File: src/rtl/icache_block_fill_ctrl_if.sv
// Word-wide instruction memory read port used by the block fill controller.
// The controller is the master: it raises mem_req with mem_addr; the memory answers with mem_ack/mem_rdata.
interface icache_block_fill_ctrl_if #(
  parameter int DATA_WIDTH    = 32,
  parameter int ADDRESS_WIDTH = 32
) ();

  logic                     mem_req;
  logic [ADDRESS_WIDTH-1:0] mem_addr;
  logic                     mem_ack;
  logic [DATA_WIDTH-1:0]    mem_rdata;

  modport master (
    output mem_req,
    output mem_addr,
    input  mem_ack,
    input  mem_rdata
  );

  modport slave (
    input  mem_req,
    input  mem_addr,
    output mem_ack,
    output mem_rdata
  );

endinterface

File: src/rtl/icache_block_fill_ctrl.sv
// One-line instruction block buffer: serves 4-word blocks to fetch with zero-cycle hits and
// refills the line on a miss with four single-word handshaked reads from instruction memory.
module icache_block_fill_ctrl #(
  parameter int DATA_WIDTH    = 32,
  parameter int ADDRESS_WIDTH = 32
) (
  input  logic                        clk,
  input  logic                        reset,
  input  logic [ADDRESS_WIDTH-1:0]    PC_in,
  input  logic                        Rd_en,
  input  logic                        Abort,
  output logic [4*DATA_WIDTH-1:0]     Dout,
  output logic                        Dout_valid,
  output logic                        fill_busy,
  icache_block_fill_ctrl_if.master    mem
);

  typedef enum logic [0:0] {
    IDLE = 1'b0,
    FILL = 1'b1
  } state_t;

  state_t                     state;
  state_t                     state_nxt;

  logic [1:0]                 cnt;
  logic [ADDRESS_WIDTH-3:0]   base;
  logic [ADDRESS_WIDTH-3:0]   tag;
  logic                       line_valid;
  logic [4*DATA_WIDTH-1:0]    line;

  logic                       hit;
  logic                       start_fill;
  logic                       word_we;
  logic                       fill_done;
  logic                       fill_abort;

  // Word-select bits of PC_in do not take part in block lookup.
  logic                       unused_pc_lsb;
  assign unused_pc_lsb = ^PC_in[1:0];

  assign hit        = line_valid && (tag == PC_in[ADDRESS_WIDTH-1:2]);
  assign Dout       = line;
  assign Dout_valid = hit;
  assign fill_busy  = (state == FILL);

  // Request is a pure function of state, so reset drops it without waiting for a clock edge.
  assign mem.mem_req  = (state == FILL);
  assign mem.mem_addr = {base, cnt};

  always_comb begin
    state_nxt  = state;
    start_fill = 1'b0;
    word_we    = 1'b0;
    fill_done  = 1'b0;
    fill_abort = 1'b0;
    case (state)
      IDLE: begin
        if (Rd_en && !Abort && !hit) begin
          start_fill = 1'b1;
          state_nxt  = FILL;
        end
      end
      FILL: begin
        // A flush wins over a same-cycle ack; that word is dropped.
        if (Abort) begin
          fill_abort = 1'b1;
          state_nxt  = IDLE;
        end else if (mem.mem_ack) begin
          word_we = 1'b1;
          if (cnt == 2'd3) begin
            fill_done = 1'b1;
            state_nxt = IDLE;
          end
        end
      end
      default: state_nxt = IDLE;
    endcase
  end

  always_ff @(posedge clk or posedge reset) begin
    if (reset) begin
      state      <= IDLE;
      cnt        <= 2'd0;
      base       <= '0;
      tag        <= '0;
      line_valid <= 1'b0;
      line       <= '0;
    end else begin
      state <= state_nxt;

      if (start_fill) begin
        base       <= PC_in[ADDRESS_WIDTH-1:2];
        cnt        <= 2'd0;
        line_valid <= 1'b0;
      end else if (fill_abort) begin
        cnt <= 2'd0;
      end else if (word_we) begin
        // Wraps to 0 on the last word; blocks are 4-word aligned so nothing carries into base.
        cnt <= cnt + 2'd1;
      end

      if (fill_done) begin
        tag        <= base;
        line_valid <= 1'b1;
      end

      for (int i = 0; i < 4; i++) begin
        if (word_we && (cnt == 2'(i))) begin
          line[i*DATA_WIDTH +: DATA_WIDTH] <= mem.mem_rdata;
        end
      end
    end
  end

endmodule

File: src/flat_wrapper.sv
// flat-port wrapper written by rule: the top's interface ports become plain ports
module icache_block_fill_ctrl_flat 
#(
  parameter int DATA_WIDTH    = 32,
  parameter int ADDRESS_WIDTH = 32
)
  (clk, reset, PC_in, Rd_en, Abort, Dout, Dout_valid, fill_busy, mem_mem_req, mem_mem_addr, mem_mem_ack, mem_mem_rdata);
  icache_block_fill_ctrl_if #(.DATA_WIDTH(DATA_WIDTH), .ADDRESS_WIDTH(ADDRESS_WIDTH)) mem_i ();
  input  logic clk;
  input  logic reset;
  input  logic [ADDRESS_WIDTH-1:0] PC_in;
  input  logic Rd_en;
  input  logic Abort;
  output logic [4*DATA_WIDTH-1:0] Dout;
  output logic Dout_valid;
  output logic fill_busy;
  output wire logic [$bits(mem_i.mem_req)-1:0] mem_mem_req;
  output wire logic [$bits(mem_i.mem_addr)-1:0] mem_mem_addr;
  input wire logic [$bits(mem_i.mem_ack)-1:0] mem_mem_ack;
  input wire logic [$bits(mem_i.mem_rdata)-1:0] mem_mem_rdata;
  assign mem_mem_req = mem_i.mem_req;
  assign mem_mem_addr = mem_i.mem_addr;
  assign mem_i.mem_ack = mem_mem_ack;
  assign mem_i.mem_rdata = mem_mem_rdata;
  icache_block_fill_ctrl #(.DATA_WIDTH(DATA_WIDTH), .ADDRESS_WIDTH(ADDRESS_WIDTH)) u_core (.clk(clk), .reset(reset), .PC_in(PC_in), .Rd_en(Rd_en), .Abort(Abort), .Dout(Dout), .Dout_valid(Dout_valid), .fill_busy(fill_busy), .mem(mem_i));
endmodule
File: config.mk
export PLATFORM = sky130hd
export DESIGN_NAME = icache_block_fill_ctrl_flat
export DESIGN_NICKNAME = d
export VERILOG_FILES = /design/src/rtl/icache_block_fill_ctrl_if.sv /design/src/rtl/icache_block_fill_ctrl.sv /design/src/flat_wrapper.sv
export SDC_FILE = /design/constraint.sdc
export NUM_CORES = 1
export LEC_CHECK = 0
export CAP_MARGIN = 20
export CORE_MARGIN = 3
export CORE_UTILIZATION = 42
export CTS_CLUSTER_DIAMETER = 30
export DETAILED_ROUTE_END_ITERATION = 8
export GPL_ROUTABILITY_DRIVEN = 0
export GPL_TIMING_DRIVEN = 1
export PLACE_DENSITY = 0.73
export SYNTH_ARGS = -nofsm -noshare
export SYNTH_HDL_FRONTEND = slang
export SYNTH_SLANG_ARGS = --single-unit
File: constraint.sdc
create_clock -name clk -period 6.3 [get_ports clk]
set_input_delay 1.575 -clock clk [delete_from_list [all_inputs] [get_ports clk]]
set_output_delay 1.575 -clock clk [all_outputs]
set_load 0.1 [all_outputs]
==> metrics.yaml <==
clocking:
  clockBufferDepth: 2
  clk_pin_slew_ps: 60
  cts_root_buf: "clkbuf_16"
  clock_latency_ps: 410
  cts_setup_buffers: 0
  cts_resized: 0
  cts_max_level: 4
  cts_tree: "done"
  clock_sinks: 192
  cts_hold_buf: 0
  cts_buffers: 17
die:
  rows: 48
  coreArea_mm2: 0.0175
  io_pins: 232
  start_util_pct: 43.6
  fp.dieH_um: 141
  die_area_mm2: 0.0199
  die_x_um: 141
synth:
  synthFlopType: "dfrtp_1"
  synth_compound_area_share_pct: 0.491
  ys_warn_count: 0
  synth_fa_ha_area_share_pct: 0.654
  ys_ff_latch: 192
  synthSimpleGateAreaFrac_pct: 1.62
  seq_area_frac_synth_pct: 62.8
  ys_async_sr_fraction_pct: 100
  netlist_top_cells_count: "192 x dfrtp_1, 163 x mux2_2, 30 x xor2_1, 26 x mux2_4, 8 x buf_1"
  ys_types: 22
  syn_avg_cell_area_um2: 16.2
  synth_edf_count: 0
  syn_nets: 544
  synth_area_mm2: 0.00765
  synth-xor-area-share_pct: 3.43
  yosysTopAreaCell: "dfrtp_1"
  yosysMostFrequentCell: "dfrtp_1"
  netlist_instances: 471
  synth_top_area_share_pct: 62.8
  synth_top_family_by_area: "multiplexers"
  synthMuxAreaShare_pct: 29.1
  ys_top_cells_by_area: "dfrtp_1 63%, mux2_2 24%, mux2_4 5.1%"
finish:
  diodes: 0
  nets: 776
  drive_gt1_share_pct: 32.1
  syn_to_final_growth_pct: 40.6
worst_hold_path:
  hold_path_depth: 1
  min_path_type: "reg -> reg"
  hold-path-endpoint: "u_core.Dout[25]"
  min_from: "u_core.Dout[25]"
global_routing:
  grt_util_all_layers_pct: 18.4
  grt_max_degree: 151
  antenna_found_initial: 0
  grt_pass1_wl_um: 28800
  grt_overflow: 0
  grt_pass1_vias: 5176
sta:
  fin_skew_ps: 9.38
  report.final.setup_viol: 0
  worstMarginPinSlew_ps: 1040
  maxSlewHeadroom_pct: 30.5
  min_period_over_period_pct: 77.3
  maxSlewViolCount: 0
  finalCriticalPeriod_ps: 4870
  final-hold-violation-count: 0
  fmax_mhz: 205
  fin_setup_tns_ps: 0
  rsz0062_at_grt: "false"
route:
  postRouteAntennaNets: 0
  dr.pass1.iters: 6
  viasPerCell: 5.01
  drc: 0
  routed_wl_um: 18100
  wl_per_cell_um: 19.3
  via_count: 4705
  drtIter0Drc: 121
setup_path:
  worstSetupStartpointType: "primary input"
  max_stage_delay_ps: 440
  cpLargestDelayFamily: "simple AND/OR/NAND/NOR gates"
  worstPathCellList: "clkdlybuf4s50_1 > xor2_1 > nor4_1 > nand4_1 > nor2_1 > buf_4"
  startpoint: "PC_in[22]"
  end_kind: "output port"
  rr_startpoint: "u_core.tag[20]"
  reg2reg_depth: 6
  cp_max_fo: 2
  r2r_slack_ps: 3840
  critPathRequiredTime_ps: 4720
  cpMaxStageDelayCell: "clkdlybuf4s50_1"
  crit_buf_inv: 2
  rr_endpoint: "u_core.base[28]"
  crit_type: "in -> out"
  crit_arrival_ps: 3300
placement:
  dp_hpwl_um: 12500
  io_buffers: 229
outcome:
  status: "completed"
flow_run:
  max_cap_violations: 0
==> metrics by stage <==
step	cells	util (%)	hold WS, ps	instance area (um2)	setup slack (ps)
final	939	61.3	504	10800	1430
after global routing	939	61.3	514	10800	1290
after CTS	938	61.2	506	10700	1390
after detailed placement	908	58.0	492	10200	1390
after global placement	907	57.9	488	10100	1350
after floorplan	471	-	500	7650	1330
==> state kept, by name, indices dropped and copies added, names as in the netlist <==
signal and cells:
u_core.fill_busy 1, u_core.line_valid 1, u_core.cnt 2, u_core.base 30, u_core.Dout 128, u_core.tag 30
==> how the worst max path moves through the flow <==
stage	to	slack [ps]	cells after the start
2_1_floorplan	Dout_valid	1330	4
3_3_place_gp	Dout_valid	1350	6
3_5_place_dp	Dout_valid	1390	6
4_1_cts	Dout_valid	1390	6
5_1_grt	Dout_valid	1290	6
6_report	Dout_valid	1430	6
==> worst reg2reg max path, delay by kind of cell (launching register included) <==
family	cells	cell delay, ps
flip-flops	1	390
AND/OR/NAND/NOR	2	640
buffers and inverters	1	330
multiplexers	1	340
XOR/XNOR	1	140
AO/OA/AOI/OAI	1	500
==> cells by family after synthesis <==
| logic type | Yosys count |
|---|---|
| buffers and inverters | 25 |
| adder cells (fa/ha/maj) | 4 |
| AND/OR/NAND/NOR | 25 |
| XOR/XNOR | 30 |
| multiplexers | 189 |
| AO/OA/AOI/OAI | 6 |
| flip-flops | 192 |
==> metal layers <==
metal / part of all wire [%] / GRT usage [%] / vias to the layer above
met1: 41 / 22.8 / 2415
met4: 1.1 / 4.23 / 0
met2: 48 / 29.8 / 159
met3: 9.5 / 8.41 / 16
li1: - / - / 2115
met5: 0 / 0 / -
==> cell usage in the layout (no fill, tap or decap), types with 3 or more instances in the layout <==
cell type        instances
inv_1                    4
clkdlybuf4s50_1        228
clkbuf_16               17
a21oi_1                  3
mux2_2                 163
ha_1                     4
nor2_1                   7
xor2_1                  30
dfrtp_1                192
mux2_4                  26
nor4_1                   7
clkinv_2                 6
==> layout make-up <==
class | instances | area, um2
clock buffers | 19 | 443
repair buffers | 233 | 2360
fillers | 1327 | 6780
well taps | 225 | 282
flip-flops and latches | 192 | 4800
inverters | 5 | 22.5
clock inverters | 11 | 116
multi-input cells | 254 | 2720
Power is left out: the tool's default activity adds up to more than one toggle a clock period on the data nets, which glitch-free logic cannot reach.
